`src/rtl/acc_sched_pkg.sv`:
```
// Shared types and constants for the accelerator bus scheduler.
// Provides the FSM state encoding, accelerator IDs and accelerator count.
package acc_sched_pkg;

    typedef enum logic [1:0] {
        IDLE  = 2'd0,
        GRANT = 2'd1,
        TURN  = 2'd2
    } state_e;

    localparam logic [1:0] ACC_FFT  = 2'd0;
    localparam logic [1:0] ACC_FIR  = 2'd1;
    localparam logic [1:0] ACC_IIR  = 2'd2;
    localparam logic [1:0] ACC_NONE = 2'd3;

    localparam int NUM_ACC = 3;

endpackage

```
`src/rtl/accelerator_bus_scheduler_rr_pick3.sv`:
```
// Combinational 3-way round-robin picker.
// Ports: need_i[2:0], last_i[1:0] -> winner_o[1:0], valid_o.
module rr_pick3
    import acc_sched_pkg::*;
(
    input  logic [2:0] need_i,
    input  logic [1:0] last_i,
    output logic [1:0] winner_o,
    output logic       valid_o
);

    logic [1:0] o0, o1, o2;
    logic       n0, n1, n2;

    // Search order starts just after the last winner.
    always_comb begin
        case (last_i)
            ACC_FFT: begin
                o0 = ACC_FIR;
                o1 = ACC_IIR;
                o2 = ACC_FFT;
                n0 = need_i[1];
                n1 = need_i[2];
                n2 = need_i[0];
            end
            ACC_FIR: begin
                o0 = ACC_IIR;
                o1 = ACC_FFT;
                o2 = ACC_FIR;
                n0 = need_i[2];
                n1 = need_i[0];
                n2 = need_i[1];
            end
            default: begin
                o0 = ACC_FFT;
                o1 = ACC_FIR;
                o2 = ACC_IIR;
                n0 = need_i[0];
                n1 = need_i[1];
                n2 = need_i[2];
            end
        endcase
    end

    always_comb begin
        winner_o = ACC_NONE;
        valid_o  = 1'b0;
        if (n0) begin
            winner_o = o0;
            valid_o  = 1'b1;
        end else if (n1) begin
            winner_o = o1;
            valid_o  = 1'b1;
        end else if (n2) begin
            winner_o = o2;
            valid_o  = 1'b1;
        end
    end

endmodule

```
`src/rtl/accelerator_bus_scheduler.sv`:
```
// Round-robin, burst-bounded bus scheduler for FFT/FIR/IIR accelerators.
// In: clk, rst_n, acc_active[2:0], per-accelerator FIFO full/empty flags.
// Out: one-hot registered enables, grant_id[1:0] (3 = none), busy.
module accelerator_bus_scheduler
    import acc_sched_pkg::*;
#(
    parameter int BURST_LEN = 16,
    parameter int GAP       = 1
) (
    input  logic       clk,
    input  logic       rst_n,
    input  logic [2:0] acc_active,
    input  logic       to_fft_full,
    input  logic       from_fft_empty,
    input  logic       to_fir_full,
    input  logic       from_fir_empty,
    input  logic       to_iir_full,
    input  logic       from_iir_empty,
    output logic       fft_enable,
    output logic       fir_enable,
    output logic       iir_enable,
    output logic [1:0] grant_id,
    output logic       busy
);

    localparam int BW = (BURST_LEN > 1) ? $clog2(BURST_LEN) : 1;

    state_e          state_q, state_d;
    logic [1:0]      owner_q, owner_d;
    logic [1:0]      last_q, last_d;
    logic [BW-1:0]   beat_q, beat_d;
    logic [3:0]      gap_q, gap_d;
    logic [2:0]      en_q, en_d;
    logic [1:0]      gid_q, gid_d;
    logic            busy_q, busy_d;

    logic [NUM_ACC-1:0] need;
    logic [1:0]         pick;
    logic               pick_vld;
    logic               own_need;
    logic               rel;

    assign need[0] = acc_active[0] & (~to_fft_full | ~from_fft_empty);
    assign need[1] = acc_active[1] & (~to_fir_full | ~from_fir_empty);
    assign need[2] = acc_active[2] & (~to_iir_full | ~from_iir_empty);

    rr_pick3 u_pick (
        .need_i   (need),
        .last_i   (last_q),
        .winner_o (pick),
        .valid_o  (pick_vld)
    );

    // need already folds in acc_active, so one term covers both
    // the drained-FIFO and the host-deactivated release causes.
    always_comb begin
        case (owner_q)
            ACC_FFT: own_need = need[0];
            ACC_FIR: own_need = need[1];
            ACC_IIR: own_need = need[2];
            default: own_need = 1'b0;
        endcase
    end

    assign rel = (beat_q == BW'(BURST_LEN - 1)) | ~own_need;

    always_comb begin
        state_d = state_q;
        owner_d = owner_q;
        last_d  = last_q;
        beat_d  = beat_q;
        gap_d   = gap_q;
        case (state_q)
            IDLE: begin
                if (pick_vld) begin
                    state_d = GRANT;
                    owner_d = pick;
                    last_d  = pick;
                    beat_d  = '0;
                end
            end
            GRANT: begin
                if (rel) begin
                    state_d = TURN;
                    owner_d = ACC_NONE;
                    gap_d   = 4'(GAP - 1);
                end else begin
                    beat_d = beat_q + 1'b1;
                end
            end
            TURN: begin
                if (gap_q == 4'd0) begin
                    state_d = IDLE;
                end else begin
                    gap_d = gap_q - 4'd1;
                end
            end
            default: begin
                state_d = IDLE;
                owner_d = ACC_NONE;
            end
        endcase
    end

    // Outputs are decoded from next state so they land in flops
    // on the same edge as the FSM transition.
    always_comb begin
        en_d   = 3'b000;
        gid_d  = ACC_NONE;
        busy_d = (state_d != IDLE);
        if (state_d == GRANT) begin
            gid_d = owner_d;
            case (owner_d)
                ACC_FFT: en_d = 3'b001;
                ACC_FIR: en_d = 3'b010;
                ACC_IIR: en_d = 3'b100;
                default: en_d = 3'b000;
            endcase
        end
    end

    always_ff @(posedge clk) begin
        if (!rst_n) begin
            state_q <= IDLE;
            owner_q <= ACC_NONE;
            last_q  <= ACC_IIR;
            beat_q  <= '0;
            gap_q   <= 4'd0;
            en_q    <= 3'b000;
            gid_q   <= ACC_NONE;
            busy_q  <= 1'b0;
        end else begin
            state_q <= state_d;
            owner_q <= owner_d;
            last_q  <= last_d;
            beat_q  <= beat_d;
            gap_q   <= gap_d;
            en_q    <= en_d;
            gid_q   <= gid_d;
            busy_q  <= busy_d;
        end
    end

    assign fft_enable = en_q[0];
    assign fir_enable = en_q[1];
    assign iir_enable = en_q[2];
    assign grant_id   = gid_q;
    assign busy       = busy_q;

endmodule
```
`config.mk`:
```
export PLATFORM = sky130hd
export DESIGN_NAME = accelerator_bus_scheduler
export DESIGN_NICKNAME = d
export VERILOG_FILES = /design/src/rtl/acc_sched_pkg.sv /design/src/rtl/accelerator_bus_scheduler_rr_pick3.sv /design/src/rtl/accelerator_bus_scheduler.sv
export SDC_FILE = /design/constraint.sdc
export NUM_CORES = 1
export LEC_CHECK = 0
export CORE_MARGIN = 3
export CORE_UTILIZATION = 30
export DETAILED_ROUTE_END_ITERATION = 10
export HOLD_SLACK_MARGIN = 0.05
export PLACE_DENSITY = 0.55
export REMOVE_ABC_BUFFERS = 1
export SETUP_SLACK_MARGIN = 0.05
export SYNTH_ARGS = -nofsm -noshare
export SYNTH_HDL_FRONTEND = slang
export SYNTH_SLANG_ARGS = --single-unit
export TNS_END_PERCENT = 5
```
`constraint.sdc`:
```
create_clock -name clk -period 2.7 [get_ports clk]
set_input_delay 0.405 -clock clk [delete_from_list [all_inputs] [get_ports clk]]
set_output_delay 0.405 -clock clk [all_outputs]
set_load 0.05 [all_outputs]
```
==> qor.yml, run 1 <==
status: "completed"
syn-instance-count: 108
finalWorstSetupSlack_ns: 0.851
crit_chain: "clkdlybuf4s50_1"
async_flop_share: 0
worstMarginPinSlew_ns: 0.514
vias: 891
ys_top_cells_by_area: "dfxtp_1 (40%), nand3_1 (6.0%), a21oi_1 (4.5%), mux2i_1 (4.0%), ha_1 (3.7%)"
ios: 17
start_util: 0.321
area_growth_pct: 25.2
antenna_found_initial: 0
synth_cell_types: 42
fin_worst_skew_ns: 0.00267
final_nets: 143
leakage_nw: 0.455
drv_slew: 0
yosysTopAreaCell: "dfxtp_1"
seq_power_share: 0.461
grt.total_usage: 0.124
met3WireLength_um: 178
worstPathMaxFanout: 1
setup_violations: 0
synthesis.area_um2: 1000
root_buffer: "clkbuf_4"
synth_edf_count: 0
postLayoutCoreUtil: 0.402
power_frac_comb: 0.307
ys_ff_latch: 20
synth.avg_cell_area_um2: 9.29
wl_met2_um: 1090
final_common_cell: "dfxtp_1"
finalPower_w: 0.000749
maxCapViolCount: 0
switching_share: 0.340
p_per_area_nw_per_um2: 596
path_buf_inv: 1
min_period_ns: 1.85
slowest_delay_ns: 0.80
rsz0062_at_grt: "no"
path_class: "reg -> out"
critPathCaptureType: "output pin"
cts.sinks: 20
clkTransAtPathRegs_ns: 0.11
cts_tree: "done"
clock_latency_ns: 0.30
clockBufferDepth: 2
viasPerCell: 5.18
drt_iter0_markers: 26
synth.top_cell.area_share: 0.399
min_period_over_period: 0.685
place_congestion: 0.819
die_h_um: 63.8
place_ws_ns: 0.639
grt-ovfl-total: 0
cts_resized: 0
drc: 0
worst_ir_drop_vdd_mv: 0.348
layout_common_cells: "dfxtp_1 (20), clkdlybuf4s50_1 (16), nand3_1 (12)"
top_layer_used: "met4"
post_cts_buffers: 0
die-area_um2: 4070
wl_um: 2310
hold_class: "reg -> reg"
cp_slowest_cell: "clkdlybuf4s50_1"
drive_gt1_frac: 0.109
place_hpwl_um: 1660
p_int_w: 0.000495
die_width_um: 63.8
grt_max_degree: 16
port_buffers: 16
core_um2: 3130
met1_length_um: 1000
firstDrtPassIters: 4
ant_nets: 0
clkPwrFrac: 0.232
n_antenna_cell: 0
grt_pass1_wl_um: 3980
cp.required_ns: 2.30
yosysSeqAreaShare: 0.399
worst_setup_path_start_kind: "register"
ctsHoldBuffers: 0
fmax_mhz: 541
cp_data_arrival_time_ns: 1.44
crit_family: "buffers and inverters"
cts_max_level: 1
fill_cells: 316
yosys_warnings: 0
fp-row-count: 20
wl_per_cell_um: 13.4
fin_tns_setup_ns: 0
cts_buffers: 3
p_sw_w: 0.000255
ys.flop_type: "dfxtp_1"
grt_pass1_vias: 902
slew_headroom: 0.656
hold_violations: 0
==> synth_stat cells (2+ instances only) <==
master / n
a211oi_1: 2
a21boi_2: 3
a21oi_1: 9
a31oi_1: 2
and3_1: 2
dfxtp_1: 20
ha_1: 3
inv_1: 4
mux2i_1: 4
nand2_1: 5
nand3_1: 12
nor2_1: 5
nor2b_1: 2
nor3_1: 3
o211ai_1: 3
or3_1: 2
xnor2_1: 2
==> cell type report <==
type                            count  area (um2)  area share
Inverter                            5        18.8      0.0149
Multi-Input combinational cell     81         571       0.454
Timing Repair Buffer               18         175       0.139
Sequential cell                    20         400       0.319
Clock buffer                        4        36.3      0.0289
Tap cell                           44        55.1      0.0438
==> power groups by stage <==
stage	Sequential, W	Clock (W)	Combinational [W]
after global placement	0.000351	0	0.000229
after detailed placement	0.000352	0	0.000228
after floorplan	0.000397	0	0.000101
after global routing	0.000350	0.000195	0.000248
after CTS	0.000345	0.000182	0.000230
final	0.000346	0.000174	0.000230
==> path summary, 6_finish.rpt <==
check,endpoint,slack [ns],depth (start not counted),from
max,busy,0.85,1,busy
min,last_q[0],0.49,2,last_q[0]
max reg2reg,gap_q[0],1.09,6,gap_q[0]
min reg2reg,last_q[0],0.49,2,last_q[0]
==> cells by family (layout without fill, tap and decap cells) <==
logic type,after synthesis,after routing,synth area share
xor gates and xnor gates,2,2,0.0175
adders and majority gates,4,4,0.0474
muxes,4,4,0.0399
buffers and inverters,7,27,0.0324
and+or+nand+nor,38,38,0.200
DFF,20,20,0.399
AOI/OAI and AO/OA,33,33,0.264
==> routing by layer <==
metal	vias to the layer above	track usage
met5	-	0
met4	0	0.0647
met3	4	0.0562
met2	31	0.197
met1	413	0.136
li1	443	-
==> sequential cells by signal, indices dropped and copies added (netlist names) <==
name and count:
en_q 3, last_q 2, grant_id 2, busy 1, owner_q 2, gap_q 4, state_q 2, beat_q 4
==> per-stage QoR <==
step	instance area [um2]	cells	hold slack, ns
after global routing	1260	172	0.518
final	1260	172	0.490
after CTS	1260	172	0.484
after detailed placement	1220	168	0.467
after floorplan	990	106	0.450
after global placement	1220	168	0.468
Power figures use the tool's default switching activity.
==> run 2: changes to the inputs <==
--- a/config.mk
+++ b/config.mk
@@ -9,7 +9,7 @@
 export CORE_UTILIZATION = 30
 export DETAILED_ROUTE_END_ITERATION = 10
 export HOLD_SLACK_MARGIN = 0.05
-export PLACE_DENSITY = 0.55
+export PLACE_DENSITY = 0.57
 export REMOVE_ABC_BUFFERS = 1
 export SETUP_SLACK_MARGIN = 0.05
 export SYNTH_ARGS = -nofsm -noshare
==> constraint.sdc (replaced) <==
create_clock -name clk -period 1.55 [get_ports clk]
set_input_delay 0.2325 -clock clk [delete_from_list [all_inputs] [get_ports clk]]
set_output_delay 0.2325 -clock clk [all_outputs]
set_load 0.05 [all_outputs]
==> qor.yml, run 2 (synthesis gave the netlist of run 1 again) <==
root_buffer: "clkbuf_4"
hold_depth: 2  # unchanged
grt_pass1_wl_um: 3880  # -2.6%
drive_gt1_frac: 0.241  # +0.132
place_hpwl_um: 1700  # +2.2%
die_width_um: 63.8  # unchanged
finalInstanceArea_um2: 1360  # +8.1%
fp-row-count: 20  # unchanged
cts_tree: "done"
p_int_w: 0.000890  # +80%
area_growth_pct: 35.3
postLayoutCoreUtil: 0.434  # +0.0324
switching_share: 0.343  # +0.00283
clockBufferDepth: 2  # unchanged
fmax_mhz: 681
vias: 925  # +3.8%
worst_ir_drop_vdd_mv: 0.446  # +28%
wl_um: 2310  # unchanged
drc: 0  # unchanged
numPlacedInstances: 176  # +4.8%
slew_headroom: 0.728  # +0.0720
ios: 17  # unchanged
hold_ws_ns: 0.483  # -0.00695 ns
worstPathMaxFanout: 8  # +7
firstDrtPassIters: 4  # unchanged
critPathCaptureType: "register"
path_class: "in -> reg"
final_nets: 152  # +6.3%
min_period_over_period: 0.947
setup_violations: 0  # unchanged
p_per_area_nw_per_um2: 998  # +67%
port_buffers: 16  # unchanged
start_util: 0.321  # unchanged
grt.total_usage: 0.119  # -0.00428
seq_power_share: 0.445  # -0.016
cts_max_level: 1  # unchanged
viasPerCell: 5.11  # -1.3%
drt_iter0_markers: 41  # +58%
worstMarginPinSlew_ns: 0.408  # -0.106 ns
min_period_ns: 1.47
status: "completed"
ctsHoldBuffers: 0  # unchanged
drv_slew: 0  # unchanged
clkPwrFrac: 0.229  # -0.003
cts_buffers: 3  # unchanged
grt-ovfl-total: 0  # unchanged
wl_per_cell_um: 12.8  # -5.0%
reg_top3: "beat_q: 4 flops, gap_q: 4 flops, en_q: 3 flops"
die_h_um: 63.8  # unchanged
antenna_found_initial: 0  # unchanged
cts.sinks: 20  # unchanged
clock_latency_ns: 0.31  # about the same
rsz0062_at_grt: "yes"
power_frac_comb: 0.325  # +0.018
maxCapViolCount: 0  # unchanged
n_antenna_cell: 0  # unchanged
leakage_nw: 0.522  # +15%
rr_worst_depth: 6  # unchanged
final_common_cell: "dfxtp_1"
gr-max-usage-layer: "met2"
ant_nets: 0  # unchanged
fill_cells: 308  # -2.5%
post_dp_cell_area_um2: 1260  # +3.7%
hold_class: "reg -> reg"
fin_cells: 181  # +5.2%
p_sw_w: 0.000464  # +82%
clkTransAtPathRegs_ns: 0.11  # about the same
grt_pass1_vias: 888  # -1.6%
hold_violations: 0  # unchanged
use_met2: 0.199  # +0.00129
core_um2: 3130  # unchanged
layout_common_cells: "dfxtp_1 (20), buf_4 (17), nand3_1 (12)"
cp.required_ns: 1.78  # -0.52 ns
worst_setup_path_start_kind: "primary input"
finalPower_w: 0.00135  # +81%
cp_data_arrival_time_ns: 1.70  # +0.26 ns
fin_worst_skew_ns: 0.0108  # +0.00813 ns
place_congestion: 0.834  # +1.8%
gr-usage-met3: 0.0404  # -0.0158
met1_usage: 0.135  # -0.000732
grt_max_degree: 16  # unchanged
die-area_um2: 4070  # unchanged
run 2: critical path, stage by stage:
cell and delay (ns):
clkdlybuf4s50_1 0.51, a21boi_4 0.11, o31a_1 0.37, or3_1 0.33, mux2i_1 0.15
run 2: cell type report:
type | instances | area, um2 | area share
multi-input cells | 81 | 619 | 0.456
flip-flops and latches | 20 | 400 | 0.295
repair buffers | 27 | 228 | 0.168
well taps | 44 | 55.1 | 0.0406
clock buffers | 4 | 36.3 | 0.0267
inverters | 5 | 18.8 | 0.0138
run 2: final timing paths:
path / to / slack [ns] / from
min: last_q[0] / 0.48 / last_q[0]
max reg2reg: gap_q[0] / 0.13 / gap_q[0]
min reg2reg: last_q[0] / 0.48 / last_q[0]
max: beat_q[2] / 0.08 / to_fir_full
run 2: routing by layer:
| layer | routed length (um) | up-vias |
|---|---|---|
| met4 | 14 | 0 |
| met1 | 1050 | 434 |
| met5 | 0 | - |
| met3 | 112 | 2 |
| li1 | - | 471 |
| met2 | 1130 | 18 |
run 2: repair_timing:
item | in CTS | in global routing
pin swaps | 1 | 3
setup endpoints to repair | 8 | 15
buffers inserted | 0 | 1
resized for setup | 4 | 5
run 2: power groups by stage:
stage | registers [W] | logic, W | clock network, W
finish | 0.000603 | 0.000440 | 0.000311
detailed placement | 0.000613 | 0.000416 | 0
global placement | 0.000612 | 0.000413 | 0
CTS | 0.000601 | 0.000425 | 0.000320
floorplan | 0.000692 | 0.000175 | 0
global route | 0.000610 | 0.000475 | 0.000342
run 2: per-stage QoR:
step	TNS (ns)	worst slack (ns)
CTS	0	0.0308
global route	0	0.0182
finish	0	0.0824
global placement	-4.65	-0.297
detailed placement	-4.81	-0.360
floorplan	0	0.0573
==> run 3: changes to the inputs <==
--- a/config.mk
+++ b/config.mk
@@ -11,7 +11,7 @@
 export HOLD_SLACK_MARGIN = 0.05
 export PLACE_DENSITY = 0.57
 export REMOVE_ABC_BUFFERS = 1
-export SETUP_SLACK_MARGIN = 0.05
+export SETUP_SLACK_MARGIN = 0.15
 export SYNTH_ARGS = -nofsm -noshare
 export SYNTH_HDL_FRONTEND = slang
 export SYNTH_SLANG_ARGS = --single-unit
==> qor.yml, run 3 (synthesis gave the netlist of run 1 again) <==
wl_per_cell_um: 14.4  # +13%
fmax_mhz: 717  # +5.2%
grt_pass1_wl_um: 3900  # +0.54%
fill_cells: 300  # -2.6%
setup_violations: 0  # unchanged
multi_input_area_um2: 673  # +8.7%
n_antenna_cell: 0  # unchanged
firstDrtPassIters: 4  # unchanged
port_buffers: 16  # unchanged
rsz0062_at_grt: "yes"
die_h_um: 63.8  # unchanged
min_period_ns: 1.40  # -0.0719 ns
critPathCaptureType: "register"
cts_tree: "done"
root_buffer: "clkbuf_4"
grt_pass1_vias: 895  # +0.79%
final_common_cell: "buf_4"
antenna_found_initial: 0  # unchanged
fp-row-count: 20  # unchanged
cp_data_arrival_time_ns: 1.60  # -0.10 ns
worstPathMaxFanout: 5  # -3
fin_worst_skew_ns: 0.00536  # -0.00544 ns
core_um2: 3130  # unchanged
post_dp_cell_area_um2: 1260  # unchanged
die-area_um2: 4070  # unchanged
grt-ovfl-total: 0  # unchanged
drt_iter0_markers: 35  # -15%
finalInstanceArea_um2: 1470  # +8.4%
area_growth_pct: 46.6
ant_nets: 0  # unchanged
ctsHoldBuffers: 0  # unchanged
clockBufferDepth: 2  # unchanged
layout_common_cells: "buf_4 (20), dfxtp_1 (13), nand3_1 (9)"
slew_headroom: 0.725  # -0.00348
hold_violations: 0  # unchanged
reg_top3: "beat_q: 4 flops, gap_q: 4 flops, en_q: 3 flops"
ios: 17  # unchanged
leakage_nw: 0.635  # +22%
drv_slew: 0  # unchanged
cts.sinks: 20  # unchanged
hold_class: "reg -> reg"
vias: 968  # +4.6%
clock_latency_ns: 0.30  # about the same
maxCapViolCount: 0  # unchanged
start_util: 0.321  # unchanged
path_class: "reg -> reg"
wl_um: 2660  # +15%
cts_buffers: 3  # unchanged
place_congestion: 0.834  # unchanged
place_hpwl_um: 1700  # unchanged
clkTransAtPathRegs_ns: 0.11  # about the same
die_width_um: 63.8  # unchanged
grt_max_degree: 16  # unchanged
grt.total_usage: 0.120  # +0.000368
worstMarginPinSlew_ns: 0.413  # +0.00521 ns
hold_ws_ns: 0.481  # -0.00249 ns
worst_setup_path_start_kind: "register"
p_per_area_nw_per_um2: 947  # -5.0%
viasPerCell: 5.23  # +2.4%
cp.required_ns: 1.76  # -0.02 ns
cts_max_level: 1  # unchanged
status: "completed"
min_period_over_period: 0.900  # -0.0464
drc: 0  # unchanged
worst_ir_drop_vdd_mv: 0.434  # -2.7%
final_nets: 156  # +2.6%
drive_gt1_frac: 0.397  # +0.156
regArea_um2: 412  # +2.8%
## run 3: cell type report
cell class,instances,area share
flip-flops and latches,20,0.280
multi-input cells,81,0.457
repair buffers,31,0.188
clock buffers,4,0.0247
well taps,44,0.0374
inverters,5,0.0128
## run 3: metal layers
metal	share of wire	wire, um	GRT usage	up-vias
li1	-	-	-	471
met1	0.41	1090	0.137	464
met2	0.51	1360	0.199	29
met3	0.063	167	0.0404	4
met4	0.016	42	0.0566	0
met5	0	0	0	-
## run 3: final timing paths
kind / start / cells past startpoint / slack, ns / to
setup / recovery: gap_q[0] / 6 / 0.15 / gap_q[0]
hold / removal: last_q[0] / 2 / 0.48 / last_q[0]
setup reg to reg: gap_q[0] / 6 / 0.15 / gap_q[0]
hold reg to reg: last_q[0] / 2 / 0.48 / last_q[0]
## run 3: power by group
| group | switching, W | internal, W | total, W |
|---|---|---|---|
| clock | 0.000162 | 0.000143 | 0.000306 |
| combinational | 0.000273 | 0.000202 | 0.000475 |
| sequential | 0.0000447 | 0.000569 | 0.000614 |
## run 3: through the flow
stage | utilization | setup TNS [ns] | power (W) | std cells | worst slack (ns)
floorplan | - | 0 | 0.000867 | 106 | 0.0573
global placement | 0.404 | -4.65 | 0.00103 | 176 | -0.297
detailed placement | 0.404 | -4.81 | 0.00103 | 176 | -0.360
CTS | 0.428 | 0 | 0.00135 | 181 | 0.120
global route | 0.470 | 0 | 0.00148 | 185 | 0.119
finish | 0.470 | 0 | 0.00139 | 185 | 0.154
## run 3: worst max-delay path: stages (launching register included)
cell	delay, ns
dfxtp_2	0.34
inv_2	0.07
ha_4	0.12
or3b_4	0.41
nand2_4	0.10
nor3_1	0.05
a31o_2	0.21
## run 3: timing repair
action / 4_1_cts / 5_1_grt
gates cloned: 0 / 0
pin swaps: 4 / 11
hold endpoints to repair: 0 / 0
resized for setup: 8 / 34
endpoints found under the setup margin: 17 / 18
buffers inserted: 1 / 4
